`src/rtl/dds_osc_voice.sv`:
```
// Single-voice DDS oscillator: phase accumulator, optional portamento, four waveforms.
// Optional glide slew is compiled in when DDS_GLIDE_EN is defined.
module dds_osc_voice #(
  parameter int          OUT_W     = 12,
  parameter logic [15:0] LFSR_SEED = 16'hACE1
) (
  input  logic             CLK,
  input  logic             RST,
  input  logic [31:0]      ADDER,
  input  logic             GATE,
  input  logic [1:0]       WAVE,
  input  logic [3:0]       GLIDE,
  input  logic             SAMPLE_EN,
  output logic [OUT_W-1:0] OUT,
  output logic             OUT_VALID,
  output logic             SYNC
);

  localparam logic [OUT_W-1:0] MIDSCALE = {1'b1, {(OUT_W-1){1'b0}}};

  typedef enum logic {IDLE, RUN} state_t;

  state_t            state_reg, state_next;
  logic              gate_prev_reg;
  logic [31:0]       acc_reg;
  logic [31:0]       cur_adder_reg, cur_adder_next;
  logic [15:0]       lfsr_reg, lfsr_next;
  logic [1:0]        wave_reg;
  logic              run_reg;
  logic              wrap_reg;
  logic              pend_reg;
  logic [32:0]       sum;
  logic [OUT_W-1:0]  wave_val;

  always_comb begin
    state_next = state_reg;
    case (state_reg)
      IDLE:    if (GATE && !gate_prev_reg) state_next = RUN;
      RUN:     if (!GATE) state_next = IDLE;
      default: state_next = IDLE;
    endcase
  end

  assign sum       = {1'b0, acc_reg} + {1'b0, cur_adder_reg};
  assign lfsr_next = {lfsr_reg[14:0], lfsr_reg[15] ^ lfsr_reg[13] ^ lfsr_reg[12] ^ lfsr_reg[10]};

`ifdef DDS_GLIDE_EN
  logic signed [32:0] diff, step;

  // Step is at least one LSB toward the target, and never larger than the gap.
  always_comb begin
    diff = $signed({1'b0, ADDER}) - $signed({1'b0, cur_adder_reg});
    step = diff >>> GLIDE;
    if (step == '0 && diff != '0) step = diff[32] ? -33'sd1 : 33'sd1;
    cur_adder_next = cur_adder_reg + step[31:0];
  end
`else
  logic glide_unused;
  assign glide_unused   = ^GLIDE;
  assign cur_adder_next = ADDER;
`endif

  // Waveform is shaped from the phase already advanced by the strobe one edge earlier.
  always_comb begin
    wave_val = acc_reg[31 -: OUT_W];
    case (wave_reg)
      2'd1:    wave_val = {OUT_W{acc_reg[31]}};
      2'd2:    wave_val = acc_reg[31] ? ~acc_reg[30 -: OUT_W] : acc_reg[30 -: OUT_W];
      2'd3:    wave_val = lfsr_reg[15 -: OUT_W];
      default: wave_val = acc_reg[31 -: OUT_W];
    endcase
  end

  always_ff @(posedge CLK) begin
    if (RST) begin
      state_reg     <= IDLE;
      gate_prev_reg <= 1'b0;
      acc_reg       <= '0;
      cur_adder_reg <= '0;
      lfsr_reg      <= LFSR_SEED;
      wave_reg      <= '0;
      run_reg       <= 1'b0;
      wrap_reg      <= 1'b0;
      pend_reg      <= 1'b0;
      OUT           <= MIDSCALE;
      OUT_VALID     <= 1'b0;
      SYNC          <= 1'b0;
    end else begin
      state_reg     <= state_next;
      gate_prev_reg <= GATE;
      pend_reg      <= SAMPLE_EN;
      // The state decision for this edge governs the accumulate, so gate edges win.
      if (state_next == IDLE) acc_reg <= '0;
      else if (SAMPLE_EN)     acc_reg <= sum[31:0];
      if (SAMPLE_EN) begin
        cur_adder_reg <= cur_adder_next;
        lfsr_reg      <= lfsr_next;
        wave_reg      <= WAVE;
        run_reg       <= (state_next == RUN);
        wrap_reg      <= (state_next == RUN) && sum[32];
      end
      OUT_VALID <= pend_reg;
      SYNC      <= pend_reg && run_reg && wrap_reg;
      if (pend_reg) OUT <= run_reg ? wave_val : MIDSCALE;
    end
  end

endmodule

```
`config.mk`:
```
export PLATFORM = sky130hd
export DESIGN_NAME = dds_osc_voice
export DESIGN_NICKNAME = d
export VERILOG_FILES = /design/src/rtl/dds_osc_voice.sv
export SDC_FILE = /design/constraint.sdc
export NUM_CORES = 1
export LEC_CHECK = 0
export BUFFER_PORTS_ARGS = -buffer_cell sky130_fd_sc_hd__buf_2
export CAP_MARGIN = 20
export CORE_MARGIN = 1
export CORE_UTILIZATION = 54
export CTS_CLUSTER_SIZE = 40
export DETAILED_ROUTE_END_ITERATION = 12
export GPL_TIMING_DRIVEN = 0
export MAX_ROUTING_LAYER = met4
export PLACE_DENSITY_LB_ADDON = 0.2
export SETUP_SLACK_MARGIN = 0.2
export SYNTH_ARGS = -nofsm -noshare
export SYNTH_HDL_FRONTEND = slang
export SYNTH_SLANG_ARGS = --single-unit
export TNS_END_PERCENT = 20
```
`constraint.sdc`:
```
create_clock -name CLK -period 2.7 [get_ports CLK]
set_clock_uncertainty 0.05 [all_clocks]
set_input_delay 0.27 -clock CLK [delete_from_list [all_inputs] [get_ports CLK]]
set_output_delay 0.27 -clock CLK [all_outputs]
set_load 0.005 [all_outputs]
```
==> impl_metrics.json <==
{
  "grt_pass1_wl_mm": 21.4,
  "powerDensity_mw_per_mm2": 456,
  "grt_usage": 0.259,
  "first_pass_iters": 4,
  "root_buffer": "clkbuf_8",
  "arrival_ps": 3120,
  "insertion_delay_ps": 390,
  "worstReg2RegEnd": "acc_reg[20]",
  "ff2ff_path_depth": 11,
  "fin_util": 0.651,
  "grt_max_degree": 18,
  "ant_nets": 0,
  "fmax_mhz": 345,
  "dieArea_mm2": 0.0107,
  "pre_cts_ws_ps": -355,
  "viasPerCell": 5.80,
  "cts_max_level": 3,
  "syn_inst": 611,
  "coreArea_mm2": 0.00991,
  "path_class": "register to register",
  "cts_sinks": 101,
  "async_flop_share": 0,
  "ctsHoldBuffers": 0,
  "synth_edf_count": 0,
  "tns_ps": -798,
  "min_to": "OUT_VALID",
  "r2r_start": "cur_adder_reg[0]",
  "grt_pass1_vias": 4462,
  "holdPathStages": 2,
  "synthSimpleGateAreaFrac": 0.159,
  "area_growth_pct": 15.6,
  "min_from": "RST",
  "gp_congestion": 0.911,
  "ioPinCount": 56,
  "avgSynthCellArea_um2": 9.13,
  "max_slew_margin": 0.430,
  "rsz0062_at_grt": "true",
  "syn_nets": 686,
  "postLayoutCellArea_mm2": 0.00645,
  "r2r_slack_ps": -200,
  "crit_chain": "ha_4 -> fa_2 -> a21o_1 -> a221oi_4 -> a21oi_2 -> a31oi_4 -> o21ai_2 -> a311o_2 -> o221ai_2 -> xor2_1 -> o22ai_1",
  "die_h_um": 104,
  "hold_path_class": "input port to register",
  "startpoint_type": "register",
  "report.final.slew_viol_count": 0,
  "crit_path_end_kind": "register",
  "synth_ff_type": "dfxtp_1",
  "antenna_cells": 0,
  "finalCriticalPeriod_ps": 2900,
  "grt_overflow": 0,
  "crit_start": "cur_adder_reg[0]",
  "drive_above_1_share": 0.193,
  "worstPathRequired_ps": 2920,
  "slowest_stage": "a311o_2",
  "power.leakage_nw": 2.84,
  "cts_tree": "done",
  "synth_fa_ha_area_frac": 0.0754,
  "drt_iter0_markers": 189,
  "ys_ff_latch": 101,
  "wl_per_cell_um": 16.4,
  "num-fill-cells": 844,
  "setup_viol": 6,
  "syn_area_mm2": 0.00558,
  "cts_buffers": 9,
  "max-clock-path-buffers": 2,
  "synth_cell_type_count": 65,
  "cts.clk_slew.worst_paths_ps": 100,
  "drv_cap": 0,
  "muxShareOfSynthArea": 0.130,
  "violations": "setup timing",
  "status": "finished, violations left",
  "synth_compound_area_frac": 0.185,
  "num_vias": 4770,
  "start_util": 0.563,
  "finalCritPeriodShare": 1.07,
  "die_w_um": 104,
  "ir_drop_mv": 0.295,
  "slowest_delay_ps": 430,
  "power_mw": 2.94,
  "post_dp_cell_area_mm2": 0.00603,
  "synth_xor_area_frac": 0.0502,
  "drcViolationCount": 0,
  "synth_top_family_by_area": "compound AO/OA/AOI/OAI gates",
  "ys.warnings.count": 0,
  "worst_pin_slew_ps": 854,
  "hold_viol_final": 0,
  "fin_nets": 760,
  "antenna_found_initial": 0,
  "synth-seq-area-share": 0.362,
  "num_rows": 36,
  "path_max_fanout": 3,
  "wl_mm": 13.5,
  "portBuffers": 51,
  "hpwl_mm": 9.64,
  "fin_ws_ps": -199
}
synth_stat cells (4+ instances only):
library cell  instances  area [µm²]
dfxtp_1             101        2020
nor2_1               82         308
mux2i_1              60         601
a21oi_1              42         210
nand2_1              34         128
ha_1                 32         400
clkbuf_1             21        78.8
o21ai_0              19        95.1
xnor2_1              18         158
a21o_1               16         120
nand2b_1             14        87.6
xor2_1               14         123
nand3_1              13        65.1
a211o_1              11        96.3
inv_1                 8        30.0
nor2b_1               7        43.8
nor3_1                7        35.0
o2111ai_1             7        61.3
a211oi_1              6        45.0
and2_1                6        37.5
and3_1                6        37.5
o22a_1                6        52.6
o22ai_1               6        37.5
mux4_2                5         113
nand4_1               5        31.3
a31oi_1               4        25.0
buf_1                 4        15.0
o211ai_1              4        30.0
cell families after synthesis:
| family | after synthesis |
|---|---|
| multiplexers | 66 |
| adder cells (fa/ha/maj) | 33 |
| buffers and inverters | 44 |
| AO/OA/AOI/OAI | 146 |
| XOR/XNOR | 32 |
| flip-flops | 101 |
| AND/OR/NAND/NOR | 189 |
report_power, final:
group          switching [mW]  internal (mW)
Sequential             0.0471           1.55
Combinational           0.233          0.187
Clock                   0.553          0.371
Total                   0.834           2.11
critical path, delay by kind of cell (launching register included):
kind            cells  cell delay (ps)
compound gates      8             1680
fa+ha+maj           2              490
flops               1              350
xor+xnor            1              210
placed cells by master (no fill, tap or decap), types with 13 or more instances in the layout:
master and instances:
mux2i_1 60, nand2_1 34, buf_4 14, nand3_1 13
nand2b_1 14, o21ai_0 18, clkbuf_8 13, xnor2_1 17
dfxtp_1 98, nor2_1 81, a21oi_1 36, a21o_1 16
buf_2 53, clkbuf_1 22, xor2_1 14, ha_1 27
metrics by stage:
| step | cells | hold slack (ps) |
|---|---|---|
| global placement | 795 | 407 |
| finish | 823 | 40.7 |
| global route | 823 | 44.8 |
| detailed placement | 795 | 410 |
| CTS | 819 | 29.4 |
| floorplan | 611 | 299 |
repair_timing:
action	in CTS	in global routing
gates cloned	0	0
pin swaps	16	17
gates resized for setup	15	11
buffers inserted	8	4
setup endpoints to repair	16	18
layer usage:
| metal | global-route usage | up-vias | routed length [µm] |
|---|---|---|---|
| met3 | 0.0459 | 37 | 624 |
| met1 | 0.304 | 2249 | 5920 |
| met2 | 0.429 | 138 | 6530 |
| met5 | - | - | 0 |
| li1 | - | 2346 | - |
| met4 | 0.123 | 0 | 431 |
layout make-up:
type                       count  area (µm²)  share of cell area
timing repair buffer          63         345              0.0536
buffer                        34         176              0.0274
clock buffer                  11         141              0.0219
multi-input combinational    466        3510               0.545
tap                          133         166              0.0258
sequential                   101        2030               0.314
clock inverter                 5        42.5             0.00660
inverter                      10        37.5             0.00582
worst max path at each step:
stage,end,cells after the start
5_1_grt,acc_reg[20],11
6_report,acc_reg[20],11
2_1_floorplan,acc_reg[20],11
4_1_cts,acc_reg[20],11
3_3_place_gp,wrap_reg,11
3_5_place_dp,wrap_reg,11
Note: power is estimated with default switching activity, not from simulation.
